## src/rtl/fs_pkg.sv

```systemverilog
// Shared types and helpers for the FAST corner-score pipeline.
// Holds the ring-pixel class encoding, the default parameter values,
// a constant-foldable clog2 and the score saturation helper.
package fs_pkg;

    localparam int unsigned DEF_PIX_W   = 8;
    localparam int unsigned DEF_N_RING  = 16;
    localparam int unsigned DEF_ADDR_W  = 15;
    localparam int unsigned DEF_SCORE_W = 8;
    localparam int unsigned DEF_CNT_W   = 16;

    typedef enum logic [1:0] {
        SIMILAR = 2'b00,
        DARK    = 2'b01,
        BRIGHT  = 2'b10
    } pixClass_t;

    // Ceiling log2, evaluated at elaboration time for widths.
    function automatic int unsigned clog2(input int unsigned value);
        int unsigned result;
        int unsigned acc;
        result = 0;
        acc    = 1;
        while (acc < value) begin
            acc    = acc << 1;
            result = result + 1;
        end
        return result;
    endfunction

    // Width of a margin sum over a whole ring at the default parameters.
    localparam int unsigned SUM_W = DEF_PIX_W + clog2(DEF_N_RING);

    // Clamp value to the largest number representable in width bits (width < 32).
    function automatic logic [31:0] saturate(input logic [31:0] value, input int unsigned width);
        logic [31:0] maxVal;
        maxVal = (32'(1) << width) - 32'(1);
        return (value > maxVal) ? maxVal : value;
    endfunction

endpackage

```

## src/rtl/fs_pixel_class.sv

```systemverilog
// Classifies one ring pixel against the reference pixel and threshold.
// Ports:
//   refPix   - reference (centre) pixel
//   ringPix  - ring pixel under test
//   thres    - brightness threshold
//   pixClass - SIMILAR / DARK / BRIGHT
//   margin   - |ringPix-refPix| - thres for classified pixels, else 0
module fs_pixel_class
    import fs_pkg::*;
#(
    parameter int unsigned PIX_W = DEF_PIX_W
) (
    input  logic [PIX_W-1:0] refPix,
    input  logic [PIX_W-1:0] ringPix,
    input  logic [PIX_W-1:0] thres,
    output logic [1:0]       pixClass,
    output logic [PIX_W-1:0] margin
);

    // One extra bit so overflow/underflow of the bounds is visible.
    logic [PIX_W:0] upper;
    logic [PIX_W:0] lower;

    assign upper = {1'b0, refPix} + {1'b0, thres};
    assign lower = {1'b0, refPix} - {1'b0, thres};

    // An out-of-range bound means that side of the classification is empty.
    always_comb begin
        pixClass = SIMILAR;
        margin   = '0;
        if (!upper[PIX_W] && (ringPix > upper[PIX_W-1:0])) begin
            pixClass = BRIGHT;
            margin   = ringPix - upper[PIX_W-1:0];
        end else if (!lower[PIX_W] && (ringPix < lower[PIX_W-1:0])) begin
            pixClass = DARK;
            margin   = lower[PIX_W-1:0] - ringPix;
        end
    end

endmodule

```

## src/rtl/fs_score_pipe.sv

```systemverilog
// Pipelined FAST corner-score unit: classify ring pixels (S1), form half-ring
// bright/dark margin sums (S2), pick and saturate the final score (S3) and
// issue the score-SRAM write. Valid/ready handshake with whole-pipe stall.
// Ports:
//   clk, rst_n            - clock, synchronous active-low reset
//   in_valid / in_ready   - candidate beat handshake (in_ready combinational)
//   in_corner, in_addr    - corner flag and reference pixel address
//   in_ref, in_ring       - reference pixel, ring pixels (pixel 0 in MSBs)
//   thres                 - threshold, captured with the beat
//   out_valid / out_ready - result beat handshake (out_ready is the SRAM grant)
//   wren, waddr, wdata    - score-SRAM write port (wren combinational)
//   cnt_clear, corner_cnt - frame-start clear and saturating corner counter
module fs_score_pipe
    import fs_pkg::*;
#(
    parameter int unsigned PIX_W   = DEF_PIX_W,
    parameter int unsigned N_RING  = DEF_N_RING,
    parameter int unsigned ADDR_W  = DEF_ADDR_W,
    parameter int unsigned SCORE_W = DEF_SCORE_W,
    parameter int unsigned CNT_W   = DEF_CNT_W
) (
    input  logic                    clk,
    input  logic                    rst_n,
    input  logic                    in_valid,
    output logic                    in_ready,
    input  logic                    in_corner,
    input  logic [ADDR_W-1:0]       in_addr,
    input  logic [PIX_W-1:0]        in_ref,
    input  logic [N_RING*PIX_W-1:0] in_ring,
    input  logic [PIX_W-1:0]        thres,
    output logic                    out_valid,
    input  logic                    out_ready,
    output logic                    wren,
    output logic [ADDR_W-1:0]       waddr,
    output logic [SCORE_W-1:0]      wdata,
    input  logic                    cnt_clear,
    output logic [CNT_W-1:0]        corner_cnt
);

    localparam int unsigned SUM_BITS = PIX_W + clog2(N_RING);
    localparam int unsigned HALF     = N_RING / 2;

    logic stall;

    // S1 combinational classification
    logic [PIX_W-1:0] ringPix [N_RING];
    logic [1:0]       classC  [N_RING];
    logic [PIX_W-1:0] marginC [N_RING];

    // S1 registers
    logic              s1Valid;
    logic              s1Corner;
    logic [ADDR_W-1:0] s1Addr;
    logic [1:0]        s1Class  [N_RING];
    logic [PIX_W-1:0]  s1Margin [N_RING];

    // S2 combinational / registers
    logic [SUM_BITS-1:0] brightLo, brightHi, darkLo, darkHi;
    logic                s2Valid;
    logic                s2Corner;
    logic [ADDR_W-1:0]   s2Addr;
    logic [SUM_BITS-1:0] s2BrightLo, s2BrightHi, s2DarkLo, s2DarkHi;

    // S3 combinational
    logic [SUM_BITS-1:0] sumBright, sumDark, best;
    logic [SCORE_W-1:0]  scoreC;
    logic                outCorner;

    assign stall    = out_valid & ~out_ready;
    assign in_ready = ~stall;
    assign wren     = out_valid & outCorner & out_ready;

    // One classifier per ring pixel; pixel 0 sits in the top bits.
    for (genvar i = 0; i < N_RING; i++) begin : gPix
        assign ringPix[i] = in_ring[(N_RING-1-i)*PIX_W +: PIX_W];
        fs_pixel_class #(.PIX_W(PIX_W)) uPixClass (
            .refPix   (in_ref),
            .ringPix  (ringPix[i]),
            .thres    (thres),
            .pixClass (classC[i]),
            .margin   (marginC[i])
        );
    end

    // Half-ring sums; class bits steer each margin to the bright or dark total.
    always_comb begin
        brightLo = '0;
        brightHi = '0;
        darkLo   = '0;
        darkHi   = '0;
        for (int i = 0; i < HALF; i++) begin
            if (s1Class[i] == BRIGHT) brightLo = brightLo + SUM_BITS'(s1Margin[i]);
            if (s1Class[i] == DARK)   darkLo   = darkLo   + SUM_BITS'(s1Margin[i]);
            if (s1Class[i+HALF] == BRIGHT) brightHi = brightHi + SUM_BITS'(s1Margin[i+HALF]);
            if (s1Class[i+HALF] == DARK)   darkHi   = darkHi   + SUM_BITS'(s1Margin[i+HALF]);
        end
    end

    // Final score: larger of the two totals, bright wins a tie.
    always_comb begin
        sumBright = s2BrightLo + s2BrightHi;
        sumDark   = s2DarkLo + s2DarkHi;
        best      = (sumBright >= sumDark) ? sumBright : sumDark;
        scoreC    = SCORE_W'(saturate(32'(best), SCORE_W));
    end

    // Pipeline registers; every stage holds while the output is stalled.
    always_ff @(posedge clk) begin
        if (!rst_n) begin
            s1Valid   <= 1'b0;
            s2Valid   <= 1'b0;
            out_valid <= 1'b0;
            outCorner <= 1'b0;
            waddr     <= '0;
            wdata     <= '0;
        end else if (!stall) begin
            s1Valid    <= in_valid;
            s1Corner   <= in_corner;
            s1Addr     <= in_addr;
            s1Class    <= classC;
            s1Margin   <= marginC;

            s2Valid    <= s1Valid;
            s2Corner   <= s1Corner;
            s2Addr     <= s1Addr;
            s2BrightLo <= brightLo;
            s2BrightHi <= brightHi;
            s2DarkLo   <= darkLo;
            s2DarkHi   <= darkHi;

            out_valid  <= s2Valid;
            outCorner  <= s2Corner;
            waddr      <= s2Addr;
            wdata      <= scoreC;
        end
    end

    // Corner counter: clear beats a coincident write, saturates at all-ones.
    always_ff @(posedge clk) begin
        if (!rst_n || cnt_clear) begin
            corner_cnt <= '0;
        end else if (wren && (corner_cnt != '1)) begin
            corner_cnt <= corner_cnt + CNT_W'(1);
        end
    end

endmodule

```

## config.mk

```make
export PLATFORM = sky130hd
export DESIGN_NAME = fs_score_pipe
export DESIGN_NICKNAME = d
export VERILOG_FILES = /design/src/rtl/fs_pkg.sv /design/src/rtl/fs_pixel_class.sv /design/src/rtl/fs_score_pipe.sv
export SDC_FILE = /design/constraint.sdc
export NUM_CORES = 1
export LEC_CHECK = 0
export CORE_ASPECT_RATIO = 0.7
export CORE_MARGIN = 5
export CORE_UTILIZATION = 50
export DETAILED_ROUTE_END_ITERATION = 16
export GPL_TIMING_DRIVEN = 1
export PLACE_DENSITY = 0.66
export SETUP_SLACK_MARGIN = 0.4
export SLEW_MARGIN = 25
export SYNTH_ARGS = -nofsm -noshare
export SYNTH_HDL_FRONTEND = slang
export SYNTH_SLANG_ARGS = --single-unit
```

## constraint.sdc

```tcl
create_clock -name clk -period 9.7 [get_ports clk]
set_input_delay 2.425 -clock clk [delete_from_list [all_inputs] [get_ports clk]]
set_output_delay 2.425 -clock clk [all_outputs]
set_load 0.02 [all_outputs]
```

==> results.toml, run 1 <==
[die]
io_pins = 207
die_area_um2 = 75300
die_h_um = 231.1
core_area_um2 = 69520
fp.dieW_um = 325.9
initial_core_util = 0.5022
rows = 81

[drt]
drtPass1Iterations = 6
vias_per_cell = 5.834
drc = 0
detail-route-antenna-nets = 0
post_drt_wl_per_cell_um = 19.95
drt_iter0_markers = 2574
detail_route.wirelength_mm = 102.3
vias = 29910

[yosys]
yosys.area_share.simple = 0.1243
seq_area_frac_synth = 0.2311
synth-edff-count = 240
synth_adder_area_share = 0.2258
synthesis.nets = 4701
ys.flop_type = "edfxtp_1"
avgSynthCellArea_um2 = 8.851
ys_types = 95
synth_cells = 3945
synthMuxAreaShare = 0.02347
ys_seq_elements = 283
synth-xor-area-share = 0.09725
synth_top_family_by_area = "compound AO/OA/AOI/OAI gates"
synth_compound_area_frac = 0.2487
synth_area_um2 = 34920
yosys_warnings = 0
async_reset_ff_frac = 0

[layout]
drive_above_1_share = 0.08047
final_cell_mix = "ha_1, inv_1, a21o_1, nor2_1, a21oi_1"
utilization = 0.5788
nets = 4943
final_area_um2 = 40240
fillers = 6255
area_delta_synth_final_pct = 15.25
n_antenna_cell = 0
final_common_cell = "ha_1"
stdcell_count = 5126

[setup_path]
cp.required_ps = 10110
critical_path_class = "flip-flop to flip-flop"
r2r-start = "s1Class[31]$_SDFFCE_PP1P_"
crit_fanout = 8
cp.arrival_ps = 9320
crit_path_start_kind = "flip-flop"
cpMostUsedCell = "ha_1"
worst_r2r_path_depth = 43
rrSetupSlack_ps = 790
worst_setup_path_end_kind = "flip-flop"
rr_endpoint = "s2BrightLo[11]$_DFFE_PP_"
cp_top_family = "compound AO/OA/AOI/OAI gates"
crit_path_max_incr_delay_ps = 440
crit_slowest_cell = "a2111o_1"
crit_buf_inv = 3

[clock_tree]
numCtsBuffers = 34
cts_tree = "yes"
postCtsHoldBufs = 0
cts_sinks = 283
clk_latency_ps = 570
cts_root_buf = "clkbuf_16"
clockBufferDepth = 3
ctsHtreeMaxLevel = 2
clk_transition_reported_paths_ps = 60

[place]
hpwl_mm = 81.33
pre_cts_slack_ps = 368.1
postPlaceCellArea_um2 = 38310
dp.cells = 5036
port_buffers = 206
gp_congestion = 0.9452

[sta]
hold_slack_ps = 418.1
tightest_slew_ps = 1093
setup_ws_ps = 790.8
fin_setup_tns_ps = 0
finalSetupViolCount = 0
rsz0062_at_grt = "false"
final_max_slew_viol_count = 0
period_minus_slack_ps = 8909
timing.fmax_mhz = 112.2
skew_ps = 21.85
finalHoldViolations = 0
slew-limit-headroom = 0.2666
min_period_over_period = 0.9185

[worst_hold_path]
whs_path_depth = 0
holdPathEnd = "s2Addr[6]$_DFFE_PP_"
hold_path_class = "flip-flop to flip-flop"
holdCritStartpoint = "s1Addr[6]$_DFFE_PP_"

[global_route]
antenna_found_initial = 3
gr-total-overflow = 0
grt_pass1_wl_mm = 155.2
grt_max_degree = 155
track_usage = 0.2602
grt_pass1_vias = 27410

[pwr]
peakVddDrop_mv = 0.1602
p_switching_mw = 4.622
intPower_mw = 5.553
p_seq_frac = 0.184
swShare = 0.4543
pwr-share-clk = 0.135
p_per_area_nw_per_um2 = 252.8
finalPower_mw = 10.17
share_comb_of_total_power = 0.681
power_leakage_nw = 18.35

[flow_run]
cap_viol_max_count = 0

[outcome]
status = "complete, no violations"
-- cell type report --
cell class                 count  area (µm²)  area share
multi-input combinational   3207       25830      0.6418
sequential                   283        8068      0.2005
timing repair buffer         270        2555     0.06349
inverter                     391        1468     0.03647
tap                          913        1142     0.02839
clock buffer                  44       973.4     0.02419
clock inverter                18       207.7    0.005161
-- synthesized netlist by cell type (6+ instances only) --
cell	n	share of area
fa_1	64	0.037
a41oi_1	7	0.0018
or4_1	7	0.0015
o21ai_1	8	0.0011
ha_1	527	0.19
a21oi_1	275	0.039
nand2b_1	45	0.0081
o21bai_1	62	0.013
o31ai_1	23	0.0049
mux2i_1	23	0.0066
o21ai_0	163	0.023
a2111oi_0	6	0.0015
a21boi_0	29	0.0062
or2_2	16	0.0029
and2_1	30	0.0054
nor2b_1	83	0.015
dfxtp_1	43	0.025
a31oi_1	18	0.0032
a21o_1	311	0.067
buf_1	6	0.00064
o211ai_1	10	0.0021
nand4_1	74	0.013
a211oi_1	40	0.0086
and3_1	15	0.0027
edfxtp_1	240	0.21
nor2_1	283	0.030
mux2_2	51	0.016
clkbuf_1	52	0.0056
xnor2_1	227	0.057
o22ai_1	97	0.017
a22o_1	39	0.0098
nand2_1	190	0.020
a221oi_1	8	0.0020
o311a_1	10	0.0029
a22oi_1	6	0.0013
o31a_1	18	0.0045
inv_1	390	0.042
xor2_1	133	0.033
o21a_1	70	0.015
nor3_1	73	0.010
o2bb2ai_1	9	0.0023
nor4_1	17	0.0030
nand3_1	29	0.0042
or3_1	8	0.0014
-- power groups by stage --
stage	clock (mW)	combinational, mW	sequential (mW)
after floorplan	0	5.02	1.81
after global placement	0	6.41	1.89
after detailed placement	0	6.51	1.89
after CTS	1.40	6.57	1.87
after global routing	1.45	7.70	1.89
final	1.37	6.93	1.88
-- layer usage --
layer,GRT usage,share of wire,up-vias
li1,-,-,14940
met1,0.4133,0.51,13980
met2,0.3735,0.40,894
met3,0.03660,0.074,89
met4,0.05280,0.020,2
met5,0,0.00013,-
-- timing repair --
| item | in CTS | in global routing |
|---|---|---|
| hold endpoints to repair | 0 | 0 |
| gates resized for setup | 1 | 134 |
| setup buffers | 0 | 28 |
| pin swaps | 0 | 36 |
| endpoints found under the setup margin | 1 | 19 |
| cloned | 0 | 0 |
-- flip-flops by register name, indices dropped and copies added, names as in the netlist, 15 cells and up --
register	flops
s1Margin	128
waddr	15
s1Class	32
s2Addr	15
corner_cnt	16
s1Addr	15
-- how the worst max path moves through the flow --
stage	from	end	slack (ps)	cells after the start
6_report	s1Class[31]$_SDFFCE_PP1P_	s2BrightLo[11]$_DFFE_PP_	790	43
2_1_floorplan	s1Class[31]$_SDFFCE_PP1P_	s2DarkLo[11]$_DFFE_PP_	1400	43
5_1_grt	s1Class[15]$_SDFFCE_PP1P_	s2DarkHi[11]$_DFFE_PP_	360	46
3_3_place_gp	s1Class[15]$_SDFFCE_PP1P_	s2DarkHi[11]$_DFFE_PP_	640	45
3_5_place_dp	s1Class[31]$_SDFFCE_PP1P_	s2DarkLo[11]$_DFFE_PP_	370	43
4_1_cts	s1Class[15]$_SDFFCE_PP1P_	s2DarkHi[11]$_DFFE_PP_	410	45
-- cell families after synthesis --
| logic type | count (synthesis) |
|---|---|
| AO/OA/AOI/OAI | 1276 |
| multiplexers | 75 |
| adder cells (fa/ha/maj) | 592 |
| buffers and inverters | 455 |
| flip-flops | 283 |
| XOR/XNOR | 371 |
| AND/OR/NAND/NOR | 893 |
Power figures use the tool's default switching activity.
==> inputs of run 2 (changes only) <==
CORE_ASPECT_RATIO = default   (was 0.7)
SLEW_MARGIN = default   (was 25)
==> run 2 against run 1 <==
  * Sequential power barely moved
  * Worst hold slack worse by 0.72 ps
  * Highest routed layer unchanged
  * Cell area shrank 0.79%
  * Global-route usage down 0.60 points
  * Largest power group unchanged
==> results.toml, run 2 (same netlist as run 1, synthesis figures left out) <==
[outcome]
status = "complete, no violations"

[sta]
tightest_slew_ps = 1125
setup_ws_ps = 901.1
period_minus_slack_ps = 8799
slew-limit-headroom = 0.2488
hold_slack_ps = 417.4
timing.fmax_mhz = 113.7
finalSetupViolCount = 0
finalHoldViolations = 0
fin_setup_tns_ps = 0
skew_ps = 13.22
final_max_slew_viol_count = 0
min_period_over_period = 0.9071
rsz0062_at_grt = "true"

[die]
die_h_um = 274.3
rows = 96
core_area_um2 = 68950
io_pins = 207
fp.dieW_um = 274.3
initial_core_util = 0.5064
die_area_um2 = 75220

[clock_tree]
clk_transition_reported_paths_ps = 60
cts_tree = "yes"
cts_root_buf = "clkbuf_16"
postCtsHoldBufs = 0
numCtsBuffers = 34
cts_sinks = 283
ctsHtreeMaxLevel = 2
clockBufferDepth = 3
clk_latency_ps = 550

[layout]
utilization = 0.5791
final_area_um2 = 39930
stdcell_count = 5132
largest_register_ffs = 128
nets = 4923
max_flop_register = "s1Margin"
final_common_cell = "ha_1"
drive_above_1_share = 0.07061
top_regs = "s1Margin x128, s1Class x32, corner_cnt x16"
fillers = 6291
area_delta_synth_final_pct = 14.35
final_cell_mix = "ha_1, inv_1, a21o_1, nor2_1, a21oi_1"

[setup_path]
r2r-start = "s1Class[30]$_SDFFCE_PP0P_"
crit_path_max_incr_delay_ps = 460
rr_endpoint = "s2DarkLo[11]$_DFFE_PP_"
crit_path_start_kind = "flip-flop"
worst_r2r_path_depth = 43
cpMostUsedCell = "ha_1"
cp_top_family = "compound AO/OA/AOI/OAI gates"
rrSetupSlack_ps = 900
cp.arrival_ps = 9080
crit_buf_inv = 0
cp.required_ps = 9980
setup.worst_path.end = "s2DarkLo[11]$_DFFE_PP_"
crit_fanout = 7
worstSetupPathDepth = 43
crit_slowest_cell = "edfxtp_1"
critical_path_class = "flip-flop to flip-flop"
worstSetupStartpoint = "s1Class[30]$_SDFFCE_PP0P_"
worst_setup_path_end_kind = "flip-flop"

[place]
dp.cells = 5048
port_buffers = 206
pre_cts_slack_ps = 388.9
postPlaceCellArea_um2 = 38280
gp_congestion = 0.9206
hpwl_mm = 78.77

[drt]
vias = 29450
drc = 0
drt_iter0_markers = 1850
post_drt_wl_per_cell_um = 19.30
detail-route-antenna-nets = 0
detail_route.wirelength_mm = 99.03
vias_per_cell = 5.739
drtPass1Iterations = 6

[worst_hold_path]
hold_path_class = "flip-flop to flip-flop"

[pwr]
peakVddDrop_mv = 0.1674
finalPower_mw = 9.841
power_leakage_nw = 18.20
p_per_area_nw_per_um2 = 246.5

[global_route]
antenna_found_initial = 13
grt_pass1_vias = 27630
grt_pass1_wl_mm = 150.5
grt_max_degree = 100
gr-total-overflow = 0
track_usage = 0.2541

[flow_run]
cap_viol_max_count = 0
==> run 2: how the worst min path moves through the flow <==
stage               slack, ps  cells after the start                   to           startpoint
floorplan                 400                      0  s2Addr[0]$_DFFE_PP_  s1Addr[0]$_DFFE_PP_
global placement          400                      0  s2Addr[8]$_DFFE_PP_  s1Addr[8]$_DFFE_PP_
detailed placement        400                      0  s2Addr[0]$_DFFE_PP_  s1Addr[0]$_DFFE_PP_
CTS                       420                      0  s2Addr[8]$_DFFE_PP_  s1Addr[8]$_DFFE_PP_
global route              420                      0  s2Addr[0]$_DFFE_PP_  s1Addr[0]$_DFFE_PP_
finish                    420                      0  s2Addr[1]$_DFFE_PP_  s1Addr[1]$_DFFE_PP_
==> run 2: final cells by class <==
type | instances | area, µm² | share of cell area
Sequential cell | 283 | 8068 | 0.2021
Timing Repair Buffer | 250 | 2405 | 0.06023
Inverter | 391 | 1468 | 0.03676
Antenna cell | 9 | 22.52 | 0.0005641
Multi-Input combinational cell | 3207 | 25700 | 0.6437
Clock inverter | 18 | 172.7 | 0.004325
Tap cell | 931 | 1165 | 0.02917
Clock buffer | 43 | 925.9 | 0.02319
==> run 2: what timing repair did <==
item	4_1_cts	5_1_grt
pin swaps	0	14
resized for setup	1	110
buffers inserted	0	14
setup endpoints to repair	1	19
==> run 2: where the power goes <==
group	internal [mW]	switching [mW]
clock	0.737	0.526
sequential	1.67	0.205
combinational	2.99	3.72
total	5.39	4.45
==> run 2: routing by layer <==
| layer | part of all wire | routed length [µm] | up-vias | GRT usage |
|---|---|---|---|---|
| li1 | - | - | 14920 | - |
| met1 | 0.47 | 46590 | 13700 | 0.3560 |
| met2 | 0.44 | 43300 | 685 | 0.4030 |
| met3 | 0.067 | 6634 | 134 | 0.05032 |
| met4 | 0.025 | 2480 | 6 | 0.06691 |
| met5 | 0.00022 | 22 | - | 0 |
==> inputs of run 3 (changes only) <==
SKIP_LAST_GASP = 1   (was default)
==> results of run 3 <==
The final DEF is identical to that of run 2; final timing and power are the same.
